===== src/rtl/serial_subtractor_pkg.sv =====
// Shared definitions for the bit-serial subtractor: FSM state encodings,
// the default operand width and a small sizing helper for the bit counter.
package serial_subtractor_pkg;

   // Default operand/result width when the parent does not override it.
   localparam int DEFAULT_WIDTH = 8;

   // Supported width range.
   localparam int MIN_WIDTH = 2;
   localparam int MAX_WIDTH = 32;

   // Control FSM states.
   //   IDLE   : waiting for START, result registers hold the last answer
   //   SHIFT  : one bit per clock through the full-subtractor cell
   //   FINISH : one-cycle DONE pulse, may accept a new START
   typedef enum logic [1:0] {
      IDLE   = 2'd0,
      SHIFT  = 2'd1,
      FINISH = 2'd2
   } state_t;

   // Bit-counter width: enough to hold WIDTH-1, with one spare bit so the
   // count never has to wrap through zero before the terminal compare.
   function automatic int cnt_width(input int width);
      return $clog2(width) + 1;
   endfunction

endpackage


===== src/rtl/serial_subtractor_full_subtractor.sv =====
// One-bit full subtractor: DIFF = X - Y - BI, BO set when the bit underflows.
// This is the only arithmetic in the serial datapath; it is used once per bit.
module full_subtractor (
   input  logic X,
   input  logic Y,
   input  logic BI,
   output logic DIFF,
   output logic BO
);

   logic x_eq_y;

   // Difference and borrow equations of a single-bit subtract.
   always_comb begin
      x_eq_y = ~(X ^ Y);
      DIFF   = X ^ Y ^ BI;
      // Borrow when X=0,Y=1, or when the bits are equal and a borrow arrives.
      BO     = (~X & Y) | (x_eq_y & BI);
   end

endmodule


===== src/rtl/serial_subtractor.sv =====
// Bit-serial subtractor: computes D = A - B - BIN (mod 2^WIDTH) and the final
// borrow BOUT, one bit per clock, LSB first. A START accepted in IDLE or
// FINISH captures the operands; WIDTH edges later the result is loaded into
// D/BOUT and DONE pulses for one cycle. D/BOUT hold until the next result.
module serial_subtractor
   import serial_subtractor_pkg::*;
#(
   parameter int WIDTH = DEFAULT_WIDTH
) (
   input  logic             CLK,
   input  logic             RST_N,
   input  logic             START,
   input  logic [WIDTH-1:0] A,
   input  logic [WIDTH-1:0] B,
   input  logic             BIN,
   output logic             BUSY,
   output logic             DONE,
   output logic [WIDTH-1:0] D,
   output logic             BOUT
);

   localparam int                CNT_W    = cnt_width(WIDTH);
   localparam logic [CNT_W-1:0]  CNT_LAST = CNT_W'(WIDTH - 1);
   localparam logic [CNT_W-1:0]  CNT_ONE  = CNT_W'(1);

   // ---------------------------------------------------------------------
   // State
   // ---------------------------------------------------------------------
   state_t             state_q;
   state_t             state_d;

   logic [WIDTH-1:0]   a_sr;       // minuend, shifted right each SHIFT cycle
   logic [WIDTH-1:0]   b_sr;       // subtrahend, shifted right each SHIFT cycle
   logic [WIDTH-1:0]   d_sr;       // partial difference, filled from the MSB
   logic               borrow_q;   // borrow carried between bit positions
   logic [CNT_W-1:0]   cnt_q;      // index of the bit being processed

   logic [WIDTH-1:0]   d_q;
   logic               bout_q;

   // ---------------------------------------------------------------------
   // Derived control
   // ---------------------------------------------------------------------
   logic               accept;     // START taken this edge
   logic               shifting;
   logic               last_bit;   // final bit is being processed this edge
   logic               cell_diff;
   logic               cell_bo;
   logic [WIDTH-1:0]   d_next;     // shift register contents after this edge

   assign shifting = (state_q == SHIFT);
   // START is ignored while shifting so operands cannot change mid-operation.
   assign accept   = START && !shifting;
   assign last_bit = shifting && (cnt_q == CNT_LAST);
   assign d_next   = {cell_diff, d_sr[WIDTH-1:1]};

   // ---------------------------------------------------------------------
   // Per-bit arithmetic cell
   // ---------------------------------------------------------------------
   full_subtractor u_cell (
      .X    (a_sr[0]),
      .Y    (b_sr[0]),
      .BI   (borrow_q),
      .DIFF (cell_diff),
      .BO   (cell_bo)
   );

   // ---------------------------------------------------------------------
   // FSM: state register
   // ---------------------------------------------------------------------
   // Holds the control state; reset forces IDLE immediately, without a clock.
   always_ff @(posedge CLK or negedge RST_N) begin
      if (!RST_N) begin
         state_q <= IDLE;
      end else begin
         // NOTE: clocked state uses <= so every register samples the
         // pre-edge values of the others, whatever the block order.
         state_q <= state_d;
      end
   end

   // FSM: next-state logic.
   always_comb begin
      // NOTE: default assignment first so no path leaves state_d unassigned,
      // which would otherwise infer a latch.
      state_d = state_q;
      case (state_q)
         IDLE: begin
            if (START) state_d = SHIFT;
         end
         SHIFT: begin
            if (cnt_q == CNT_LAST) state_d = FINISH;
         end
         FINISH: begin
            // Back-to-back: a START here goes straight into the next operation.
            state_d = START ? SHIFT : IDLE;
         end
         default: state_d = IDLE;
      endcase
   end

   // FSM: outputs decoded purely from the current state.
   always_comb begin
      BUSY = 1'b0;
      DONE = 1'b0;
      case (state_q)
         SHIFT:   BUSY = 1'b1;
         FINISH:  DONE = 1'b1;
         default: ;
      endcase
   end

   // ---------------------------------------------------------------------
   // Datapath
   // ---------------------------------------------------------------------
   // Operand shift registers: loaded on accept, shifted one bit per SHIFT edge.
   always_ff @(posedge CLK or negedge RST_N) begin
      if (!RST_N) begin
         a_sr <= '0;
         b_sr <= '0;
      end else if (accept) begin
         a_sr <= A;
         b_sr <= B;
      end else if (shifting) begin
         a_sr <= a_sr >> 1;
         b_sr <= b_sr >> 1;
      end
   end

   // Borrow flop: seeded with BIN on accept, then carries the cell borrow.
   always_ff @(posedge CLK or negedge RST_N) begin
      if (!RST_N) begin
         borrow_q <= 1'b0;
      end else if (accept) begin
         borrow_q <= BIN;
      end else if (shifting) begin
         borrow_q <= cell_bo;
      end
   end

   // Bit counter: 0..WIDTH-1, cleared on accept and again at the terminal count.
   always_ff @(posedge CLK or negedge RST_N) begin
      if (!RST_N) begin
         cnt_q <= '0;
      end else if (accept || last_bit) begin
         cnt_q <= '0;
      end else if (shifting) begin
         cnt_q <= cnt_q + CNT_ONE;
      end
   end

   // Result shift register: each new difference bit enters at the MSB so the
   // LSB computed first ends up at bit 0 after WIDTH shifts.
   always_ff @(posedge CLK or negedge RST_N) begin
      if (!RST_N) begin
         d_sr <= '0;
      end else if (shifting) begin
         d_sr <= d_next;
      end
   end

   // Output registers: updated only at the completion edge, held otherwise.
   always_ff @(posedge CLK or negedge RST_N) begin
      if (!RST_N) begin
         d_q    <= '0;
         bout_q <= 1'b0;
      end else if (last_bit) begin
         d_q    <= d_next;
         bout_q <= cell_bo;
      end
   end

   assign D    = d_q;
   assign BOUT = bout_q;

endmodule

===== config.mk =====
export PLATFORM = sky130hd
export DESIGN_NAME = serial_subtractor
export DESIGN_NICKNAME = d
export VERILOG_FILES = /design/src/rtl/serial_subtractor_pkg.sv /design/src/rtl/serial_subtractor_full_subtractor.sv /design/src/rtl/serial_subtractor.sv
export SDC_FILE = /design/constraint.sdc
export NUM_CORES = 1
export LEC_CHECK = 0
export ABC_CLOCK_PERIOD_IN_PS = 1700
export CAP_MARGIN = 40
export CORE_UTILIZATION = 61
export DETAILED_ROUTE_END_ITERATION = 6
export DONT_BUFFER_PORTS = 1
export GPL_ROUTABILITY_DRIVEN = 0
export HOLD_SLACK_MARGIN = 0.03
export PLACE_DENSITY = 0.77
export SYNTH_ARGS = -nofsm -noshare
export SYNTH_HDL_FRONTEND = slang
export SYNTH_HIERARCHICAL = 1
export SYNTH_SLANG_ARGS = --single-unit

===== constraint.sdc =====
create_clock -name CLK -period 1.7 [get_ports CLK]
set_input_delay 0.34 -clock CLK [delete_from_list [all_inputs] [get_ports CLK]]
set_output_delay 0.34 -clock CLK [all_outputs]
set_load 0.005 [all_outputs]

==> flow_summary.toml <==
[power_and_ir_drop]
seq_power_share_pct = 51.8
power.share.clock_pct = 17.1
p_int_uw = 1987
leakage_uw = 0.0009294
swShare_pct = 35.38
fin_total_pwr_uw = 3075
p_comb_share_pct = 31.2
cellPowerDensity_mw_per_mm2 = 1684
max-vdd-ir-drop_v = 0.001318
power.switching_uw = 1088

[job]
drv_cap = 0

[final_layout]
fin_util_pct = 71.10
final_net_count = 176
area_growth_pct = 5.955
antenna_cells = 0
design_area_mm2 = 0.001826
final.fill_count = 192
drive_above_1_share_pct = 15.48

[detailed_routing]
drc = 0
wl_um = 2721
wl_per_cell_um = 14.71
drt-met1-wl_um = 1214
firstDrtPassIters = 4
viasPerCell = 5.541
final_antenna_net_count = 0
drtIter0Drc = 17
via_count = 1025
wl_met2_um = 1332
route.top_layer_used = "met4"
met3_length_um = 150

[clocking]
clk_latency_ns = 0.33
cts_inserted_buffers = 5
clkSlewWorstSetupHoldPaths_ns = 0.11
cts_resized = 0
clockRootBuffer = "clkbuf_4"
htreeDepth = 2
clkSinkCount = 39
clockBufferDepth = 2
cts_tree = "yes"

[floorplanning]
dieArea_mm2 = 0.003041
die-width_um = 55.15
num_rows = 18
start_util_pct = 67.11
coreArea_mm2 = 0.002567
io_pins = 31
die_h_um = 55.15

[global_route]
grt_max_degree = 40
grt_pass1_wl_um = 4395
grt_overflow = 0
antenna_found_initial = 0
track_usage_pct = 21.64
first_global_vias = 998

[timing]
rsz0062_at_grt = "no"
setup_viol = 0
max_clock_freq_ghz = 0.6380
finClkSkew_ns = 0.009091
finalCriticalPeriod_ns = 1.567
slew_viol_final = 0
hold_violations = 0
fin_crit_sh_pct = 92.20
slew_headroom_pct = 79.95
fin_tns_setup_ns = 0
worst_pin_slew_ns = 0.3004

[placed_design]
dpl_cell_area_mm2 = 0.001727
io_buffer_count = 0
dp_hpwl_um = 1859

[setup_path]
slowest_delay_ns = 0.39
cp-start-kind = "register"
worst_ep_required_time_ns = 1.36
critPathBufInv = 1
crit_fanout = 19
critical_path_class = "register to primary output"
endpoint_kind = "primary output"
crit_slowest_cell = "dfrtp_1"
cp_cell_sequence = "nand2b_4 -> inv_2"
path_delay_family = "flip-flops"
arrival_ns = 1.23

[synthesis]
seq_area_frac_synth_pct = 56.64
syn_inst = 151
syn-cell-area_mm2 = 0.001723
synth.area.top_cells = "dfrtp_1 (57%), mux2i_1 (9.9%), nand2_1 (8.5%), mux2_2 (5.9%), o21ai_0 (5.2%)"
syn_avg_cell_area_um2 = 11.41
synth_nets = 173
netlist.area_leader.share_pct = 56.64
synth-seq-cells = 39
synth_top_area_cell = "dfrtp_1"
synth_cell_types = 23
ys_warn_count = 6

[worst_hold_path]
worstHoldPathType = "input port to register"

[run_status]
outcome = "completed"
==> kinds of logic (layout without fill, tap and decap cells) <==
group | Yosys count | after routing | share of synthesized area [%]
simple gates | 51 | 51 | 14.31
flops | 39 | 39 | 56.65
mux | 28 | 28 | 17.94
compound gates | 19 | 19 | 5.737
buf+inv | 12 | 16 | 3.485
fa+ha+maj | 2 | 2 | 1.888
==> Yosys cell counts (all sizes together) <==
| master | instances |
|---|---|
| buf | 6 |
| clkbuf | 1 |
| nand2 | 39 |
| and2b | 1 |
| nor2 | 4 |
| nand3b | 1 |
| nand3 | 3 |
| dfrtp | 39 |
| nor4 | 1 |
| nand2b | 1 |
| ha | 1 |
| and3 | 1 |
| fa | 1 |
| inv | 5 |
| o21ai | 18 |
| a211o | 1 |
| mux2 | 10 |
| mux2i | 18 |
==> worst paths after layout <==
path | from | end | slack (ns) | cells after the start
worst min-delay path | B[7] | b_sr[7] | 0.16 | 2
min in group asynchronous | RST_N | cnt_q[2] | 0.44 | 2
worst max-delay path | state_q[1] | BUSY | 0.13 | 2
worst max register to register | cnt_q[0] | D[5] | 0.17 | 4
max in group asynchronous | RST_N | d_sr[2] | 1.06 | 2
worst min register to register | d_sr[2] | d_sr[1] | 0.48 | 2
==> area by class of cell <==
class,instances,area (µm²),area share (%)
clock buffers,8,68.82,3.770
well taps,30,37.54,2.056
flip-flops and latches,39,975.9,53.46
repair buffers,3,37.54,2.056
multi-input cells,100,686.9,37.63
inverters,5,18.77,1.028
==> state kept, by name, summed over array words and instances, names as in the netlist <==
signal / flops
d_sr: 7
borrow_q: 1
state_q: 2
cnt_q: 4
D: 8
b_sr: 8
BOUT: 1
a_sr: 8
==> through the flow <==
| stage | hold WS (ns) | instances | worst slack [ns] |
|---|---|---|---|
| 2_1_floorplan | 0.04441 | 151 | 0.3532 |
| 3_3_place_gp | 0.04516 | 175 | 0.2468 |
| 3_5_place_dp | 0.04528 | 175 | 0.1882 |
| 4_1_cts | 0.1490 | 185 | 0.1068 |
| 5_1_grt | 0.1540 | 185 | 0.04172 |
| 6_report | 0.1646 | 185 | 0.1327 |
==> metal layers <==
metal	GRT usage [%]	vias up
met3	6.557	4
met4	10.00	0
met2	35.34	20
met1	26.22	485
li1	-	516
met5	0	-
==> cells in the final DEF (no fill, tap or decap) <==
cell type and n:
a211o_1 1, and2b_1 1, and3_1 1, buf_12 1, buf_4 1, clkbuf_1 1, clkbuf_4 5, clkbuf_8 2
dfrtp_1 39, dlygate4sd3_1 1, fa_1 1, ha_1 1, inv_1 4, inv_2 1, mux2_2 9, mux2_4 1
mux2i_1 17, mux2i_4 1, nand2_1 39, nand2b_4 1, nand3_1 3, nand3b_4 1, nor2_1 3, nor2_8 1
nor4_1 1, o21ai_0 18
==> power by group through the flow <==
stage / registers (µW) / logic [µW] / clock network [µW]
floorplan: 1530 / 849 / 0
detailed placement: 1620 / 946 / 0
CTS: 1600 / 971 / 541
global route: 1650 / 1110 / 573
finish: 1590 / 959 / 525
global placement: 1600 / 894 / 0
==> repair_timing <==
item,4_1_cts,5_1_grt
hold buffers,2,0
hold endpoints to repair,39,0
setup buffers,0,0
Power figures use the tool's default switching activity.
